## src/rtl/uart_rx_cfg_if.sv

```systemverilog
// Receive stream from the UART receiver: one frame per beat plus its error flags.
`timescale 1ns/1ps
interface uart_rx_cfg_if #(
    parameter int DATA_BITS = 8
);
    logic [DATA_BITS-1:0] m_data;
    logic                 m_perr;
    logic                 m_ferr;
    logic                 m_valid;
    logic                 m_ready;

    modport master (output m_data, m_perr, m_ferr, m_valid, input m_ready);
    modport slave  (input m_data, m_perr, m_ferr, m_valid, output m_ready);
endinterface

```

## src/rtl/uart_rx_cfg.sv

```systemverilog
// Configurable UART receiver: synchroniser, oversampled majority vote, frame FSM
// and a small output FIFO with overrun reporting.
//
// state    | meaning
// ---------+-----------------------------------------------------------
// S_IDLE   | line idle, waiting for rx_s = 0 on a tick
// S_START  | qualifying the start bit; a high vote aborts as a glitch
// S_DATA   | shifting in DATA_BITS data bits, LSB first
// S_PARITY | checking the parity bit (only when PARITY != 0)
// S_STOP   | sampling STOP_BITS stop bits; frame pushed at last decision
`timescale 1ns/1ps
module uart_rx_cfg #(
    parameter int CLK_FREQ_HZ = 10_000_000,
    parameter int BAUD_RATE   = 9600,
    parameter int DATA_BITS   = 8,
    parameter int PARITY      = 0,
    parameter int STOP_BITS   = 1,
    parameter int OVERSAMPLE  = 16,
    parameter int FIFO_DEPTH  = 4
) (
    input  logic          clk,
    input  logic          rst,
    input  logic          rx_i,
    uart_rx_cfg_if.master m,
    output logic          overrun,
    output logic          busy
);
    localparam int DIV   = CLK_FREQ_HZ / (BAUD_RATE * OVERSAMPLE);
    localparam int DIV_W = (DIV > 1) ? $clog2(DIV) : 1;
    localparam int TW    = $clog2(OVERSAMPLE);
    localparam int BW    = $clog2(DATA_BITS + 1);
    localparam int AW    = $clog2(FIFO_DEPTH);
    localparam int EW    = DATA_BITS + 2;

    localparam logic [TW-1:0] T_A    = TW'(OVERSAMPLE / 2 - 1);
    localparam logic [TW-1:0] T_B    = TW'(OVERSAMPLE / 2);
    localparam logic [TW-1:0] T_M    = TW'(OVERSAMPLE / 2 + 1);
    localparam logic [TW-1:0] T_LAST = TW'(OVERSAMPLE - 1);

    if (DIV < 1) begin : g_chk_div
        $error("uart_rx_cfg: CLK_FREQ_HZ too low for BAUD_RATE * OVERSAMPLE");
    end
    if (DATA_BITS < 5 || DATA_BITS > 9) begin : g_chk_data
        $error("uart_rx_cfg: DATA_BITS must be 5..9");
    end
    if (PARITY < 0 || PARITY > 2) begin : g_chk_par
        $error("uart_rx_cfg: PARITY must be 0, 1 or 2");
    end
    if (STOP_BITS < 1 || STOP_BITS > 2) begin : g_chk_stop
        $error("uart_rx_cfg: STOP_BITS must be 1 or 2");
    end
    if (OVERSAMPLE < 8 || (OVERSAMPLE % 2) != 0) begin : g_chk_os
        $error("uart_rx_cfg: OVERSAMPLE must be even and >= 8");
    end
    if (FIFO_DEPTH < 2 || (FIFO_DEPTH & (FIFO_DEPTH - 1)) != 0) begin : g_chk_fifo
        $error("uart_rx_cfg: FIFO_DEPTH must be a power of 2, >= 2");
    end

    typedef enum logic [2:0] {
        S_IDLE,
        S_START,
        S_DATA,
        S_PARITY,
        S_STOP
    } state_t;

    logic                 rx_m, rx_s;
    logic [DIV_W-1:0]     div_cnt;
    logic                 tick;

    state_t               state, state_n;
    logic [TW-1:0]        tick_cnt, tick_cnt_n;
    logic [BW-1:0]        bit_cnt, bit_cnt_n;
    logic [DATA_BITS-1:0] data, data_n;
    logic                 perr, perr_n;
    logic                 ferr, ferr_n;
    logic [1:0]           samp, samp_n;
    logic                 vote;
    logic                 push;
    logic [EW-1:0]        push_word;

    logic [EW-1:0]        mem [FIFO_DEPTH];
    logic [AW:0]          wr_ptr, rd_ptr;
    logic                 empty, full, pop, push_ok;
    logic [EW-1:0]        head;

    // Two-flop synchroniser; flops idle high like the line
    always_ff @(posedge clk) begin
        if (rst) begin
            rx_m <= 1'b1;
            rx_s <= 1'b1;
        end else begin
            rx_m <= rx_i;
            rx_s <= rx_m;
        end
    end

    always_ff @(posedge clk) begin
        if (rst) begin
            div_cnt <= '0;
        end else if (div_cnt == '0) begin
            div_cnt <= DIV_W'(DIV - 1);
        end else begin
            div_cnt <= div_cnt - 1'b1;
        end
    end

    assign tick = (div_cnt == '0);
    assign vote = (samp[0] & samp[1]) | (samp[0] & rx_s) | (samp[1] & rx_s);

    always_ff @(posedge clk) begin
        if (rst) begin
            state    <= S_IDLE;
            tick_cnt <= '0;
            bit_cnt  <= '0;
            data     <= '0;
            perr     <= 1'b0;
            ferr     <= 1'b0;
            samp     <= 2'b11;
        end else begin
            state    <= state_n;
            tick_cnt <= tick_cnt_n;
            bit_cnt  <= bit_cnt_n;
            data     <= data_n;
            perr     <= perr_n;
            ferr     <= ferr_n;
            samp     <= samp_n;
        end
    end

    always_comb begin
        state_n    = state;
        tick_cnt_n = tick_cnt;
        bit_cnt_n  = bit_cnt;
        data_n     = data;
        perr_n     = perr;
        ferr_n     = ferr;
        samp_n     = samp;
        push       = 1'b0;
        if (tick) begin
            tick_cnt_n = (tick_cnt == T_LAST) ? '0 : tick_cnt + 1'b1;
            if (tick_cnt == T_A) samp_n[0] = rx_s;
            if (tick_cnt == T_B) samp_n[1] = rx_s;
            unique case (state)
                S_IDLE: begin
                    tick_cnt_n = '0;
                    if (!rx_s) begin
                        state_n = S_START;
                        data_n  = '0;
                        perr_n  = 1'b0;
                        ferr_n  = 1'b0;
                    end
                end
                S_START: begin
                    if (tick_cnt == T_M && vote) begin
                        state_n    = S_IDLE;
                        tick_cnt_n = '0;
                    end else if (tick_cnt == T_LAST) begin
                        state_n   = S_DATA;
                        bit_cnt_n = '0;
                    end
                end
                S_DATA: begin
                    if (tick_cnt == T_M) begin
                        for (int i = 0; i < DATA_BITS; i++) begin
                            if (bit_cnt == BW'(i)) data_n[i] = vote;
                        end
                    end
                    if (tick_cnt == T_LAST) begin
                        if (bit_cnt == BW'(DATA_BITS - 1)) begin
                            state_n   = (PARITY != 0) ? S_PARITY : S_STOP;
                            bit_cnt_n = '0;
                        end else begin
                            bit_cnt_n = bit_cnt + 1'b1;
                        end
                    end
                end
                S_PARITY: begin
                    if (tick_cnt == T_M) perr_n = ((^data) ^ vote) != (PARITY == 2);
                    if (tick_cnt == T_LAST) begin
                        state_n   = S_STOP;
                        bit_cnt_n = '0;
                    end
                end
                S_STOP: begin
                    if (tick_cnt == T_M) begin
                        ferr_n = ferr | ~vote;
                        // Leave at the decision tick so the next start edge is caught early
                        if (bit_cnt == BW'(STOP_BITS - 1)) begin
                            push       = 1'b1;
                            state_n    = S_IDLE;
                            tick_cnt_n = '0;
                        end
                    end else if (tick_cnt == T_LAST) begin
                        bit_cnt_n = bit_cnt + 1'b1;
                    end
                end
                default: state_n = S_IDLE;
            endcase
        end
    end

    assign push_word = {perr_n, ferr_n, data_n};
    assign busy      = (state != S_IDLE);

    assign empty   = (wr_ptr == rd_ptr);
    assign full    = (wr_ptr[AW] != rd_ptr[AW]) && (wr_ptr[AW-1:0] == rd_ptr[AW-1:0]);
    assign pop     = !empty && m.m_ready;
    assign push_ok = push && (!full || pop);

    always_ff @(posedge clk) begin
        if (rst) begin
            wr_ptr  <= '0;
            rd_ptr  <= '0;
            overrun <= 1'b0;
        end else begin
            if (push_ok) wr_ptr <= wr_ptr + 1'b1;
            if (pop)     rd_ptr <= rd_ptr + 1'b1;
            overrun <= push && !push_ok;
        end
    end

    always_ff @(posedge clk) begin
        if (!rst && push_ok) mem[wr_ptr[AW-1:0]] <= push_word;
    end

    assign head      = mem[rd_ptr[AW-1:0]];
    assign m.m_valid = !empty;
    assign m.m_data  = empty ? '0 : head[DATA_BITS-1:0];
    assign m.m_ferr  = !empty && head[DATA_BITS];
    assign m.m_perr  = (PARITY != 0) && !empty && head[EW-1];
endmodule

```

## src/flat_wrapper.sv

```systemverilog
// flat-port wrapper written by rule: the top's interface ports become plain ports
module uart_rx_cfg_flat 
#(
    parameter int CLK_FREQ_HZ = 10_000_000,
    parameter int BAUD_RATE   = 9600,
    parameter int DATA_BITS   = 8,
    parameter int PARITY      = 0,
    parameter int STOP_BITS   = 1,
    parameter int OVERSAMPLE  = 16,
    parameter int FIFO_DEPTH  = 4
)
  (clk, rst, rx_i, overrun, busy, m_m_data, m_m_perr, m_m_ferr, m_m_valid, m_m_ready);
  uart_rx_cfg_if #(.DATA_BITS(DATA_BITS)) m_i ();
  input  logic clk;
  input  logic rst;
  input  logic rx_i;
  output logic overrun;
  output logic busy;
  output wire logic [$bits(m_i.m_data)-1:0] m_m_data;
  output wire logic [$bits(m_i.m_perr)-1:0] m_m_perr;
  output wire logic [$bits(m_i.m_ferr)-1:0] m_m_ferr;
  output wire logic [$bits(m_i.m_valid)-1:0] m_m_valid;
  input wire logic [$bits(m_i.m_ready)-1:0] m_m_ready;
  assign m_m_data = m_i.m_data;
  assign m_m_perr = m_i.m_perr;
  assign m_m_ferr = m_i.m_ferr;
  assign m_m_valid = m_i.m_valid;
  assign m_i.m_ready = m_m_ready;
  uart_rx_cfg #(.CLK_FREQ_HZ(CLK_FREQ_HZ), .BAUD_RATE(BAUD_RATE), .DATA_BITS(DATA_BITS), .PARITY(PARITY), .STOP_BITS(STOP_BITS), .OVERSAMPLE(OVERSAMPLE), .FIFO_DEPTH(FIFO_DEPTH)) u_core (.clk(clk), .rst(rst), .rx_i(rx_i), .m(m_i), .overrun(overrun), .busy(busy));
endmodule
```

## config.mk

```make
export PLATFORM = sky130hd
export DESIGN_NAME = uart_rx_cfg_flat
export DESIGN_NICKNAME = d
export VERILOG_FILES = /design/src/rtl/uart_rx_cfg_if.sv /design/src/rtl/uart_rx_cfg.sv /design/src/flat_wrapper.sv
export SDC_FILE = /design/constraint.sdc
export NUM_CORES = 1
export LEC_CHECK = 0
export BUFFER_PORTS_ARGS = -buffer_cell sky130_fd_sc_hd__buf_4
export CAP_MARGIN = 20
export CORE_ASPECT_RATIO = 2
export CORE_UTILIZATION = 50
export DETAILED_ROUTE_END_ITERATION = 16
export PLACE_DENSITY = 0.67
export SLEW_MARGIN = 40
export SYNTH_ARGS = -nofsm -noshare
export SYNTH_HDL_FRONTEND = slang
export SYNTH_SLANG_ARGS = --single-unit
```

## constraint.sdc

```tcl
create_clock -name clk -period 3.9 [get_ports clk]
set_input_delay 0.78 -clock clk [delete_from_list [all_inputs] [get_ports clk]]
set_output_delay 0.78 -clock clk [all_outputs]
set_load 0.005 [all_outputs]
```

==> results of run 1 <==
## state kept, by name, summed over array words and instances, names as in the netlist, 2 cells and up, named ones only
name	cells
u_core.rd_ptr	3
u_core.mem	36
u_core.tick_cnt	4
u_core.wr_ptr	3
u_core.bit_cnt	4
u_core.data	8
u_core.samp	2
u_core.state	3
u_core.div_cnt	7
## per-layer routing
layer / wire (um) / global-route usage (%) / up-vias
met5: 0 / 0 / -
met4: 191 / 11.6 / 0
met3: 164 / 5.78 / 14
met2: 3750 / 36.8 / 34
met1: 2450 / 20.8 / 1102
li1: - / - / 1127
## placed cells by master, fill, tap and decap left out, drive strengths merged, types with 4 or more instances in the layout
| master | count |
|---|---|
| a21oi | 9 |
| a22o | 8 |
| and2 | 4 |
| and3 | 4 |
| buf | 18 |
| clkbuf | 11 |
| dfxtp | 40 |
| edfxtp | 36 |
| ha | 13 |
| inv | 13 |
| mux2i | 8 |
| mux4 | 9 |
| nand2 | 10 |
| nand2b | 5 |
| nand3 | 4 |
| nand3b | 4 |
| nor2 | 19 |
| nor2b | 19 |
| nor3 | 12 |
| nor3b | 6 |
| o211ai | 6 |
| o21ai | 6 |
| or3 | 4 |
| xnor2 | 5 |
| xor2 | 5 |
## synthesized netlist by cell type (2+ instances only)
cell type	n	area share [%]
buf_2	2	0.29
nand3_1	4	0.57
or3_1	3	0.54
o21ai_0	6	0.86
nor3b_1	6	1.3
o211ai_1	6	1.3
xnor2_1	5	1.2
nor3_1	12	1.7
and3b_1	2	0.50
nand2_1	10	1.1
or2_2	3	0.54
a22o_1	8	2.0
mux4_2	9	5.8
inv_1	13	1.4
nor4_1	3	0.54
and3_1	4	0.71
dfxtp_1	40	23
mux2i_1	8	2.3
nand3b_1	4	0.86
and2_1	4	0.71
nor2_1	19	2.0
a22oi_1	2	0.43
nand2b_1	5	0.89
xor2_1	5	1.2
or4_1	2	0.43
clkbuf_1	11	1.2
nor2b_1	19	3.4
a31oi_1	3	0.54
edfxtp_1	36	31
nand4_1	3	0.54
a21oi_1	9	1.3
ha_1	13	4.6
## cell families after synthesis
kind of cell,share of synthesized area (%)
compound gates,8.88
simple gates,18.7
xor+xnor,2.50
mux,8.06
fa+ha+maj,4.92
flops,53.6
buf+inv,3.17
other cells,0.107
## stage by stage
stage                     setup slack [ns]  hold slack [ns]  util [%]  cells
after global routing                 0.588            0.434      60.5    406
after detailed placement             0.934            0.401      55.4    390
after global placement                1.04            0.400      55.4    390
final                                0.925            0.414      60.5    406
after CTS                            0.929            0.418      60.5    406
after floorplan                      0.848            0.389         -    298
## power groups by stage
stage / Clock, mW / Sequential [mW] / Combinational (mW)
6_report: 0.943 / 0.887 / 0.248
2_1_floorplan: 0 / 0.898 / 0.197
3_5_place_dp: 0 / 0.904 / 0.247
3_3_place_gp: 0 / 0.903 / 0.241
4_1_cts: 0.962 / 0.887 / 0.249
5_1_grt: 0.994 / 0.891 / 0.279
## critical path: stages, from the launching register on
cell,delay (ns)
dfxtp_1,0.31
inv_1,0.06
ha_1,0.18
or3b_1,0.47
nor3_1,0.66
nand4_1,0.26
nor3_1,0.24
and2_1,0.44
## worst paths after layout
path,startpoint,end,slack (ns),depth (start not counted)
max,u_core.div_cnt[0]$_SDFF_PP0_,u_core.mem[0][4]$_DFFE_PP_,0.93,7
min,u_core.rx_m$_SDFF_PP1_,u_core.rx_s$_SDFF_PP1_,0.41,1
max reg2reg,u_core.div_cnt[0]$_SDFF_PP0_,u_core.mem[0][4]$_DFFE_PP_,0.93,7
min reg2reg,u_core.rx_m$_SDFF_PP1_,u_core.rx_s$_SDFF_PP1_,0.41,1
## cell type report
| cell class | count | area [sq um] | share of cell area (%) |
|---|---|---|---|
| Sequential cell | 76 | 1880 | 46.6 |
| Tap cell | 88 | 110 | 2.73 |
| Clock buffer | 11 | 243 | 6.01 |
| Timing Repair Buffer | 18 | 135 | 3.35 |
| Inverter | 14 | 52.6 | 1.30 |
| Clock inverter | 5 | 98.8 | 2.45 |
| Multi-Input combinational cell | 194 | 1520 | 37.5 |
==> out/qor.txt, run 1 <==
Status = finished clean
Worst Max-Slew Pin Slew = 0.748 ns
Num ports = 17
CTS tree = yes
EDFF count, synth = 36
Vias in the first global route = 2343
Worst vdd ir = 496 uV
Internal = 1.59 mW
Main flop type after synthesis = dfxtp_1
Clk_lat worst skew = 0.33 ns
Finished Cell Area = 4040 sq um
Post-Syn Instances = 298
#FFs+latches synth = 76
Initial core utilization = 52.6%
Final Max Tran Viols = 0
Net switching power figure = 0.483 mW
DR WL/cell = 16.1 um
I/O Buffers = 15
Cts bufs inserted = 9
Area grow syn2layout = 15.0%
CP startpoint kind = register
Die area = 7380 sq um
Cts repair resizes = 0
Via density per instance = 5.61
Clock tree buffer depth = 2
Max Freq = 0.336 GHz
Pwr/cell area = 515 nW/um^2
CP Capture Type = register
Critical Path Fanout Max = 9
Die span in x = 61.2 um
Hpwl dp = 4790 um
Filler cells = 562
Antenna cell count = 0
Post-Syn Area = 3510 sq um
Global Route Usage Sum = 20.9%
Sw Share = 23.3%
YS warnings = 0
Total number of vias = 2277
H-tree Lvls = 3
CP Class = reg -> reg
Clock root buffer = clkbuf_16
Cell Rows = 42
Fin crit period = 2.97 ns
Post-CTS Setup Inserts = 0
P_leak = 1.48 nW
Final Hold Viols = 0
Hold buffers post-CTS = 0
Total gr overflow = 0
Antenna violations before repair = 0
Die height = 120 um
Power share of the combinational group = 11.9%
Final Setup Violations = 0
Post-synth cell types = 51
Clk pin slew, worst setup/hold paths = 0.05 ns
Final Skew = 0.00461 ns
Sink Count = 76
MaxCap Viol Count = 0
GP Congestion = 0.855
Share of cells above drive strength 1 = 15.1%
DRC violations left = 0
First-pass GRT wire length = 11000 um
RSZ-0062 raised after global routing = false
WL final = 6550 um
Reg power frac = 42.7%
Final ANT Viol Nets = 0
Nets = 330
Drt initial violations = 53
Area after DPL = 3690 sq um
Syn nets = 315
Worst path arrival time = 2.96 ns
Power share of the clock group = 45.4%
Register area share after synthesis = 53.6%
Slew HR = 49.8%
Final setup TNS = 0 ns
Final period util = 76.3%
Drt pass-1 iters = 4
Worst min path class = reg -> reg
Core area = 6670 sq um
Total Power = 2.08 mW
Asr flop ratio synth = 0%
Mapped Avg Cell Area = 11.8 sq um
Data required, critical path = 3.88 ns
Largest net degree at the start of global routing = 42
(Power assumes the default switching activity.)
==> inputs of run 2 (changes only) <==
--- a/config.mk
+++ b/config.mk
@@ -5,12 +5,13 @@
 export SDC_FILE = /design/constraint.sdc
 export NUM_CORES = 1
 export LEC_CHECK = 0
+export ABC_AREA = 1
 export BUFFER_PORTS_ARGS = -buffer_cell sky130_fd_sc_hd__buf_4
 export CAP_MARGIN = 20
 export CORE_ASPECT_RATIO = 2
 export CORE_UTILIZATION = 50
 export DETAILED_ROUTE_END_ITERATION = 16
-export PLACE_DENSITY = 0.67
+export PLACE_DENSITY = 0.7
 export SLEW_MARGIN = 40
 export SYNTH_ARGS = -nofsm -noshare
 export SYNTH_HDL_FRONTEND = slang
==> constraint.sdc (replaced) <==
create_clock -name clk -period 2.39 [get_ports clk]
set_input_delay 0.478 -clock clk [delete_from_list [all_inputs] [get_ports clk]]
set_output_delay 0.478 -clock clk [all_outputs]
set_load 0.005 [all_outputs]
==> out/qor.txt, run 2 <==
Post-Syn Area = 3720 sq um (was 3510 sq um)
Die area = 7810 sq um (was 7380 sq um)
Register area share after synthesis = 50.6% (was 53.6%)
Asr flop ratio synth = 0% (unchanged)
Die span in x = 63.0 um (was 61.2 um)
Cts repair resizes = 0 (unchanged)
MaxCap Viol Count = 0 (unchanged)
Cell Rows = 44 (was 42)
Global Route Usage Sum = 21.4% (was 20.9%)
Final period util = 93.0%
Final ANT Viol Nets = 0 (unchanged)
Sink Count = 76 (unchanged)
Data required, critical path = 1.91 ns (was 3.88 ns)
Max reg flops = 36 (unchanged)
DR WL/cell = 13.5 um (was 16.1 um)
I/O Buffers = 15 (unchanged)
Worst Path Buf+Inv = 3 (was 1)
Initial core utilization = 51.6% (was 52.6%)
Via density per instance = 5.22 (was 5.61)
Most common library cells after synthesis = nand2_1, nor2_1, inv_1 (was dfxtp_1, edfxtp_1, nor2_1, nor2b_1)
Max Freq = 0.450 GHz
Largest area contributor in the synthesized netlist = edfxtp_1 (unchanged)
Slew HR = 61.8% (was 49.8%)
CTS tree = yes (unchanged)
Syn nets = 452 (was 315)
Most common cell in the netlist = nand2_1 (was dfxtp_1)
CP max stage delay = 0.41 ns (was 0.66 ns)
Final setup TNS = 0 ns (unchanged)
Final Setup Violations = 0 (unchanged)
Drt pass-1 iters = 4 (unchanged)
Num ports = 17 (unchanged)
Drt initial violations = 139 (was 53)
Post-synth cell types = 38 (was 51)
Worst Max-Slew Pin Slew = 0.573 ns (was 0.748 ns)
Fin cells = 555 (was 406)
Hpwl dp = 5560 um (was 4790 um)
Clk pin slew, worst setup/hold paths = 0.05 ns (about the same)
P_leak = 1.86 nW (was 1.48 nW)
Commonest non-fill, non-tap cells in the layout = nand2_1, nor2_1, inv_1 (was dfxtp_1, edfxtp_1, nor2b_1, nor2_1, buf_4)
Area grow syn2layout = 12.9% (was 15.0%)
Vias in the first global route = 2852 (was 2343)
Pwr/cell area = 853 nW/um^2 (was 515 nW/um^2)
Largest net degree at the start of global routing = 20 (was 42)
#FFs+latches synth = 76 (unchanged)
Share of cells above drive strength 1 = 13.6% (was 15.1%)
Most common cell after layout, fill and taps aside = nand2_1 (was dfxtp_1)
Hold buffers post-CTS = 0 (unchanged)
RSZ-0062 raised after global routing = false (unchanged)
CP startpoint kind = register (unchanged)
Post-CTS Setup Inserts = 0 (unchanged)
Worst min path class = in -> reg (was reg -> reg)
Worst vdd ir = 625 uV (was 496 uV)
WL final = 7500 um (was 6550 um)
Total gr overflow = 0 (unchanged)
First-pass GRT wire length = 12600 um (was 11000 um)
CP top delay family = buffers and inverters (was simple AND/OR/NAND/NOR gates)
GP Congestion = 0.872 (was 0.855)
Main flop type after synthesis = dfxtp_1 (unchanged)
Fin crit period = 2.22 ns
Total Power = 3.58 mW (was 2.08 mW)
Clock root buffer = clkbuf_16 (unchanged)
Core area = 7210 sq um (was 6670 sq um)
Clk_lat worst skew = 0.33 ns (about the same)
EDFF count, synth = 36 (unchanged)
CP Class = reg -> out (was reg -> reg)
Final Hold Viols = 0 (unchanged)
Final Skew = 0.00328 ns (was 0.00461 ns)
Critical Path Fanout Max = 18 (was 9)
Cts bufs inserted = 9 (unchanged)
Antenna violations before repair = 0 (unchanged)
YS warnings = 0 (unchanged)
Total number of vias = 2896 (was 2277)
DRC violations left = 0 (unchanged)
Area share of the largest cell type after synthesis = 29.1% (was 30.8%)
Antenna cell count = 0 (unchanged)
CP Capture Type = primary output (was register)
Mapped Avg Cell Area = 8.55 sq um (was 11.8 sq um)
Final Max Tran Viols = 0 (unchanged)
Worst path arrival time = 1.74 ns (was 2.96 ns)
Nets = 475 (was 330)
Die height = 124 um (was 120 um)
Crit path cell chain = clkinv_1 > nor2_1 > o32ai_1 > nand2_1 > inv_1 > buf_4 (was inv_1 > ha_1 > or3b_1 > nor3_1 > nand4_1 > nor3_1 > and2_1)
Placed insts = 539 (was 390)
Post-Syn Instances = 435 (was 298)
Ranking of synthesized cells by area = edfxtp_1, dfxtp_1, nand2_1, nor2_1, inv_1 (was edfxtp_1, dfxtp_1, mux4_2, ha_1, nor2b_1)
Filler cells = 665 (was 562)
Clock tree buffer depth = 2 (unchanged)
Critical path's slowest cell = clkinv_1 (was nor3_1)
H-tree Lvls = 3 (unchanged)
Status = finished clean (unchanged)
## run 2: cell count changes after synthesis, moves of 7 or more
cell and change:
nor2b_1 -19, o21ai_0 +15, clkbuf_1 -7, inv_1 +32, o32ai_1 +9, nor3_1 -12, mux2i_1 -8, a22o_1 -8
a21oi_1 +12, nor2_1 +51, nand3_1 +22, nand2_1 +77, mux4_2 -9
## run 2: cells by family after synthesis
group	share of synthesized area (%)
other cells	0.101
buf+inv	6.80
compound gates	9.09
simple gates	27.4
xor+xnor	1.65
flops	50.6
fa+ha+maj	4.37
## run 2: worst register-to-register path: stages (launching register included)
cell and delay, ns:
dfxtp_1 0.30, inv_1 0.07, ha_1 0.16, inv_1 0.07, nor2_1 0.08, nand3_1 0.14
buf_4 0.22, nor3b_1 0.26, nand2_1 0.10, nand2_1 0.10, nand2_1 0.10
## run 2: path summary, 6_finish.rpt
kind / startpoint / to / slack [ns] / cells after the start
setup / recovery: register / m_m_data[3] / 0.17 / 6
hold / removal: rx_i / u_core.rx_m$_SDFF_PP1_ / 0.33 / 2
setup reg to reg: u_core.div_cnt[0]$_SDFF_PP0_ / u_core.mem[3][1]$_DFFE_PP_ / 0.52 / 10
hold reg to reg: u_core.div_cnt[0]$_SDFF_PP0_ / u_core.div_cnt[0]$_SDFF_PP0_ / 0.41 / 1
## run 2: area by class of cell
class                   count  area, sq um  area share [%]
multi-input cells         297         1580            37.7
inverters                  51          191            4.56
clock inverters             3         13.8           0.328
clock buffers              13          240            5.72
well taps                  92          115            2.74
repair buffers             23          173            4.11
flip-flops and latches     76         1880            44.8
## run 2: report_power, final
part / leakage [nW] / switching, mW / internal [mW]
Clock: 0.125 / 0.479 / 0.696
Sequential: 0.667 / 0.0743 / 1.43
Combinational: 1.07 / 0.591 / 0.307
## run 2: stage by stage
step / worst slack, ns / utilization (%) / area (sq um) / hold slack, ns
3_3_place_gp: 0.576 / 54.7 / 3950 / 0.395
6_report: 0.167 / 58.2 / 4200 / 0.331
5_1_grt: 0.0171 / 58.2 / 4200 / 0.329
4_1_cts: 0.117 / 58.2 / 4200 / 0.321
2_1_floorplan: 0.361 / - / 3720 / 0.389
3_5_place_dp: 0.478 / 54.7 / 3950 / 0.395
## run 2: metal layers
layer | part of all wire [%] | track usage [%] | up-vias
met5 | 0 | 0 | -
met4 | 3.4 | 12.2 | 0
met3 | 2.5 | 4.95 | 19
met2 | 57 | 41.8 | 41
met1 | 37 | 19.5 | 1363
li1 | - | - | 1473
